===== config.mk =====
export PLATFORM = sky130hd
export DESIGN_NAME = dff_pipe_flat
export DESIGN_NICKNAME = d
export VERILOG_FILES = /design/src/rtl/dff_pipe_if.sv /design/src/rtl/dff_pipe.sv /design/src/flat_wrapper.sv
export SDC_FILE = /design/constraint.sdc
export NUM_CORES = 1
export LEC_CHECK = 0
export ABC_AREA = 1
export CAP_MARGIN = 30
export CORE_AREA = 2 2 55 69
export CTS_BUF_LIST = sky130_fd_sc_hd__clkbuf_4 sky130_fd_sc_hd__clkbuf_8
export CTS_CLUSTER_SIZE = 28
export DETAILED_ROUTE_END_ITERATION = 10
export DIE_AREA = 0 0 57 71
export HOLD_SLACK_MARGIN = 0.02
export PLACE_DENSITY_LB_ADDON = 0.3
export SETUP_SLACK_MARGIN = 0.4
export SYNTH_ARGS = -nofsm -noshare
export SYNTH_HDL_FRONTEND = slang
export SYNTH_SLANG_ARGS = --single-unit

===== constraint.sdc =====
create_clock -name clk -period 4 [get_ports clk]
set_input_delay 0.8 -clock clk [delete_from_list [all_inputs] [get_ports clk]]
set_output_delay 0.8 -clock clk [all_outputs]
set_load 0.05 [all_outputs]

===== src/rtl/dff_pipe_if.sv =====
// dff_pipe_if: stream bundle for dff_pipe (stall, flush, data in/out, occupancy).
// master drives the input side, slave is the pipeline itself.
interface dff_pipe_if #(
  parameter int WIDTH = 8,
  parameter int DEPTH = 4
);
  localparam int CNT_W = $clog2(DEPTH + 1);

  logic             en;
  logic             flush;
  logic [WIDTH-1:0] d;
  logic             d_valid;
  logic [WIDTH-1:0] q;
  logic             q_valid;
  logic [CNT_W-1:0] count;

  modport master (
    output en, flush, d, d_valid,
    input  q, q_valid, count
  );

  modport slave (
    input  en, flush, d, d_valid,
    output q, q_valid, count
  );
endinterface


===== src/rtl/dff_pipe.sv =====
// dff_pipe: DEPTH-stage WIDTH-bit register pipeline with valid, stall, flush.
// Optional macro DFF_PIPE_GATE_EN: data stages load only when a valid shifts in.
module dff_pipe #(
  parameter int               WIDTH   = 8,
  parameter int               DEPTH   = 4,
  parameter logic [WIDTH-1:0] RST_VAL = '0
) (
  input logic       clk,
  input logic       reset,
  dff_pipe_if.slave p
);
  localparam int CNT_W = $clog2(DEPTH + 1);

  logic [DEPTH-1:0][WIDTH-1:0] data;
  logic [DEPTH-1:0][WIDTH-1:0] data_in;
  logic [DEPTH-1:0]            vld;
  logic [DEPTH-1:0]            vld_in;
  logic [CNT_W-1:0]            cnt;
  logic [CNT_W-1:0]            cnt_nxt;

  // stage inputs: stage 0 takes d, stage i takes stage i-1
  always_comb begin
    data_in    = '0;
    vld_in     = '0;
    data_in[0] = p.d;
    vld_in[0]  = p.d_valid;
    for (int i = 1; i < DEPTH; i++) begin
      data_in[i] = data[i-1];
      vld_in[i]  = vld[i-1];
    end
  end

  // occupancy moves only when one valid enters and none leaves, or vice versa
  always_comb begin
    cnt_nxt = cnt;
    if (p.d_valid && !vld[DEPTH-1])
      cnt_nxt = cnt + CNT_W'(1);
    else if (!p.d_valid && vld[DEPTH-1])
      cnt_nxt = cnt - CNT_W'(1);
  end

  // valid bits and count: reset over flush over advance
  always_ff @(posedge clk) begin
    priority case (1'b1)
      reset, p.flush: begin
        vld <= '0;
        cnt <= '0;
      end
      p.en: begin
        vld <= vld_in;
        cnt <= cnt_nxt;
      end
      default: ;
    endcase
  end

  // data stages: bubbles either carry d along or leave the stage untouched
  always_ff @(posedge clk) begin
    priority case (1'b1)
      reset, p.flush: data <= {DEPTH{RST_VAL}};
      p.en: begin
`ifdef DFF_PIPE_GATE_EN
        for (int i = 0; i < DEPTH; i++)
          if (vld_in[i])
            data[i] <= data_in[i];
`else
        data <= data_in;
`endif
      end
      default: ;
    endcase
  end

  assign p.q       = data[DEPTH-1];
  assign p.q_valid = vld[DEPTH-1];
  assign p.count   = cnt;
endmodule


===== src/flat_wrapper.sv =====
// flat-port wrapper written by rule: the top's interface ports become plain ports
module dff_pipe_flat 
#(
  parameter int               WIDTH   = 8,
  parameter int               DEPTH   = 4,
  parameter logic [WIDTH-1:0] RST_VAL = '0
)
  (clk, reset, p_en, p_flush, p_d, p_d_valid, p_q, p_q_valid, p_count);
  dff_pipe_if #(.WIDTH(WIDTH), .DEPTH(DEPTH)) p_i ();
  input logic clk;
  input logic reset;
  input wire logic [$bits(p_i.en)-1:0] p_en;
  input wire logic [$bits(p_i.flush)-1:0] p_flush;
  input wire logic [$bits(p_i.d)-1:0] p_d;
  input wire logic [$bits(p_i.d_valid)-1:0] p_d_valid;
  output wire logic [$bits(p_i.q)-1:0] p_q;
  output wire logic [$bits(p_i.q_valid)-1:0] p_q_valid;
  output wire logic [$bits(p_i.count)-1:0] p_count;
  assign p_i.en = p_en;
  assign p_i.flush = p_flush;
  assign p_i.d = p_d;
  assign p_i.d_valid = p_d_valid;
  assign p_q = p_i.q;
  assign p_q_valid = p_i.q_valid;
  assign p_count = p_i.count;
  dff_pipe #(.WIDTH(WIDTH), .DEPTH(DEPTH), .RST_VAL(RST_VAL)) u_core (.clk(clk), .reset(reset), .p(p_i));
endmodule

; After elaboration in Yosys (flattened, before gate mapping)
; Index checks and enable logic that the tools add are counted.
[totals]
regBits = 39
in_bits = 13
out_inout_bits = 12
word_cells = 17
[classes]
add_sub_neg = 2
muxes = 2
n_reduce_logical = 7
[ops]
columns = operator, count
row1 = 3-bit two-way mux, 2
row2 = "3-bit by 1-bit adder with 3-bit output, second input constant", 1
row3 = "3-bit by 1-bit subtractor with 3-bit output, second input constant", 1
row4 = 1-bit logical AND, 2
row5 = 1-bit zero test, 2
row6 = 2-bit AND reduction, 1
row7 = 2-bit nonzero test, 1
row8 = 2-bit OR reduction, 1

; Depth between registers and ports, before layout
[logic_depth]
word_depth = 4
depth_mapped = 10
mapped_depth_nobuf = 10

; Worst setup path before layout
; Ideal clock, no wire load.
[synth_path]
path_type = input port to flip-flop
from = input p_d_valid
to = register u_core.cnt[2], in the netlist u_core.p.count[2]
setup_time_ns = 0.113
arrival_time_ns = 1.661
required_time_ns = 3.887
setup_slack_ns = 2.226
stages = 9
path_buffers = 0
path_cell_list = ha_1 > inv_1 > fa_1 > inv_1 > nand2_1 > nand3_1 > nand2_1 > nand2_1 > nor2_1
[synth_between]
elab_chain_cells = 4
elab_cells_between_ends = 6
cone_classes = mux: 1 / reduce/logical: 5
[synth_rtl]
columns = item, line
row1 = from (decl), flat_wrapper.sv:15  ; input wire logic [$bits(p_i.d_valid)-1:0] p_d_valid;
row2 = 1-bit zero test, dff_pipe.sv:38  ; else if (!p.d_valid && vld[DEPTH-1])
row3 = 1-bit logical AND, dff_pipe.sv:38
row4 = 2-bit nonzero test (no source line), -
row5 = 2-bit AND reduction (no source line), -
row6 = to (signal assigned), dff_pipe.sv:51  ; cnt <= cnt_nxt;
row7 = to (decl), dff_pipe.sv:18  ; logic [CNT_W-1:0] cnt;
; Parallel ways exist; a longest one is shown, timed or not.
; A chain may end at the register's enable or synchronous reset.

; Worst setup path in the final report
[layout_path]
from = register u_core.cnt[1], in the netlist u_core.p.count[1]
to = output p_count[1]
[layout_rtl]
columns = item, line
row1 = to (decl), flat_wrapper.sv:18  ; output wire logic [$bits(p_i.count)-1:0] p_count;
; No word-level cell between the ends.

==> impl_metrics.ini <==
[global_routing]
grt.overflow.total = 0
grt_pass1_wl_um = 5000
antenna_found_initial = 0
gr-usage-all-layers_pct = 15.8
grt_pass1_vias = 1206
grt_start_max_net_pins = 40

[floorplanning]
die_height_um = 71
core_area_um2 = 3420
die_w_um = 57
die_area_um2 = 4050
start_util_pct = 47.8
pin_count = 25
rows = 24

[layout]
n_fill_cell = 335
diodes = 0
drive_gt1_share_pct = 20.7
area_growth_pct = 12.5
nets = 217

[sta]
period_share_pct = 57.5
tightest_slew_ns = 0.673
final.setup.tns_ns = 0
fmax_mhz = 435
finClkSkew_ns = 0.00352
grt_setup_unrepaired = no
final-hold-violation-count = 0
slew_headroom_pct = 55.0
drv_slew = 0
finalSetupViolations = 0
period_needed_ns = 2.30

[worst_setup_path]
cp_max_fo = 3
crit_required_ns = 3.20
crit_slowest_cell = clkdlybuf4s50_1
path_class = reg -> out
critPathMaxStageDelay_ns = 0.82
cp-start-kind = flop
startpoint = u_core.p.count[1]
ff2ff_setup_slack_ns = 2.50
cp_cell_sequence = clkdlybuf4s50_1
cpLargestDelayFamily = buffers and inverters
end_kind = output port
worst_r2r_path_depth = 10
r2r_end = u_core.p.count[2]
arrival_ns = 1.50
worstReg2RegStart = u_core.vld[3]
worst-path-buf-inv = 1
cp_num_cells = 1

[cts]
clkSinkCount = 39
cts_max_path_buffers = 2
postCtsHoldBufs = 0
post_cts.repair.setup_buffers = 0
worstSkewPairLatency_ns = 0.29
clk_pin_slew_ns = 0.07
cts_made_buffers = 5
htreeDepth = 2
cts_tree = built
post_cts_resize_count = 0
cts-root-buf = clkbuf_8

[yosys]
syn-instance-count = 190
ys_ff_latch = 39
synthTopCellsByArea = dfxtp_1 48%, nor2_2 11%, o21ai_0 11%, nor2_1 10%, buf_12 4.9%
synth_top_area_share_pct = 47.7
seq_area_frac_synth_pct = 47.7
yosysTopAreaCell = dfxtp_1
synth.avg_cell_area_um2 = 8.61
synth_area_um2 = 1640
ys_warn_count = 0
synth.distinct_cells = 18
syn-num-nets = 205

[routing]
wire_per_inst_um = 11.7
vias = 1199
drcViolationCount = 0
drt_first_iter_violations = 30
via_per_inst = 4.95
routed_wl_um = 2830
dr.pass1.iters = 4
ant_nets = 0

[power_and_ir_drop]
ir_drop_mv = 0.243
p_leak_nw = 0.720
p_per_area_nw_per_um2 = 432
p_total_w = 0.000794

[worst_hold_path]
min-delay-start = u_core.data[13]
holdPathStages = 2
hold_class = reg -> reg
min_to = u_core.data[13]

[outcome]
status = finished, final reports clean

[place]
dp_hpwl_um = 1810
place_congestion = 0.739
port_buffers = 24

[job]
drv_cap = 0
[cell usage in the layout (no fill, tap or decap)]
cell type        instances
a21oi_2                  1
nand2_1                  5
o21ai_1                  3
dfxtp_1                 39
o21ai_0                 35
nor2_2                  30
inv_6                    1
nand3_1                  1
buf_4                    1
inv_1                    6
clkbuf_4                 1
clkbuf_8                 7
ha_1                     1
nor2_1                  45
a21oi_1                  1
nor2_4                   1
fa_1                     1
clkdlybuf4s50_1         24
[sequential cells by signal (all words and copies together) (netlist names)]
register	flops
u_core.p.count	3
u_core.vld	4
u_core.p.q	8
u_core.data	24
[report_power, final]
group	total, W	internal (W)	switching (W)
clock	0.000294	0.000164	0.000130
sequential	0.000411	0.000402	0.00000815
combinational	0.0000893	0.0000348	0.0000545
total	0.000794	0.000601	0.000193
[metrics by stage]
stage	area (µm²)	worst slack (ns)	util, %	std cells	hold slack (ns)
2_1_floorplan	1640	2.23	-	190	0.449
3_3_place_gp	1740	1.67	50.7	234	0.466
3_5_place_dp	1740	1.59	50.7	234	0.475
4_1_cts	1840	1.67	53.8	242	0.490
5_1_grt	1840	1.63	53.8	242	0.514
6_report	1840	1.70	53.8	242	0.489
[logic make-up after synthesis]
kind of cell	count (synthesis)	share of synthesized area, %
fa+ha+maj	2	1.99
compound gates	40	12.5
flops	39	47.7
buf+inv	27	13.8
simple gates	82	23.9
[cells in the mapped netlist (all sizes together)]
cell type,count
inv,7
nor2,76
dfxtp,39
fa,1
ha,1
a21oi,2
nand2,5
buf,20
o21ai,38
nand3,1
[metal layers]
metal  track usage [%]  part of all wire, %
met5                 0                    0
met4              7.75                  2.2
met3              4.94                  3.5
met2              28.2                   52
met1              16.4                   42
[final cells by class]
type                       instances  area (µm²)  area share [%]
clock buffer                       8         104            5.64
tap                               39        48.8            2.65
sequential                        39         781            42.4
inverter                           7        31.3            1.70
timing repair buffer              25         248            13.5
multi-input combinational        124         628            34.1
[worst max path at each step]
stage | to | slack, ns
finish | p_count[1] | 1.70
floorplan | u_core.p.count[2] | 2.23
CTS | p_count[0] | 1.67
global route | p_count[1] | 1.63
detailed placement | u_core.p.count[2] | 1.59
global placement | u_core.p.count[2] | 1.67
(Power assumes the default switching activity.)
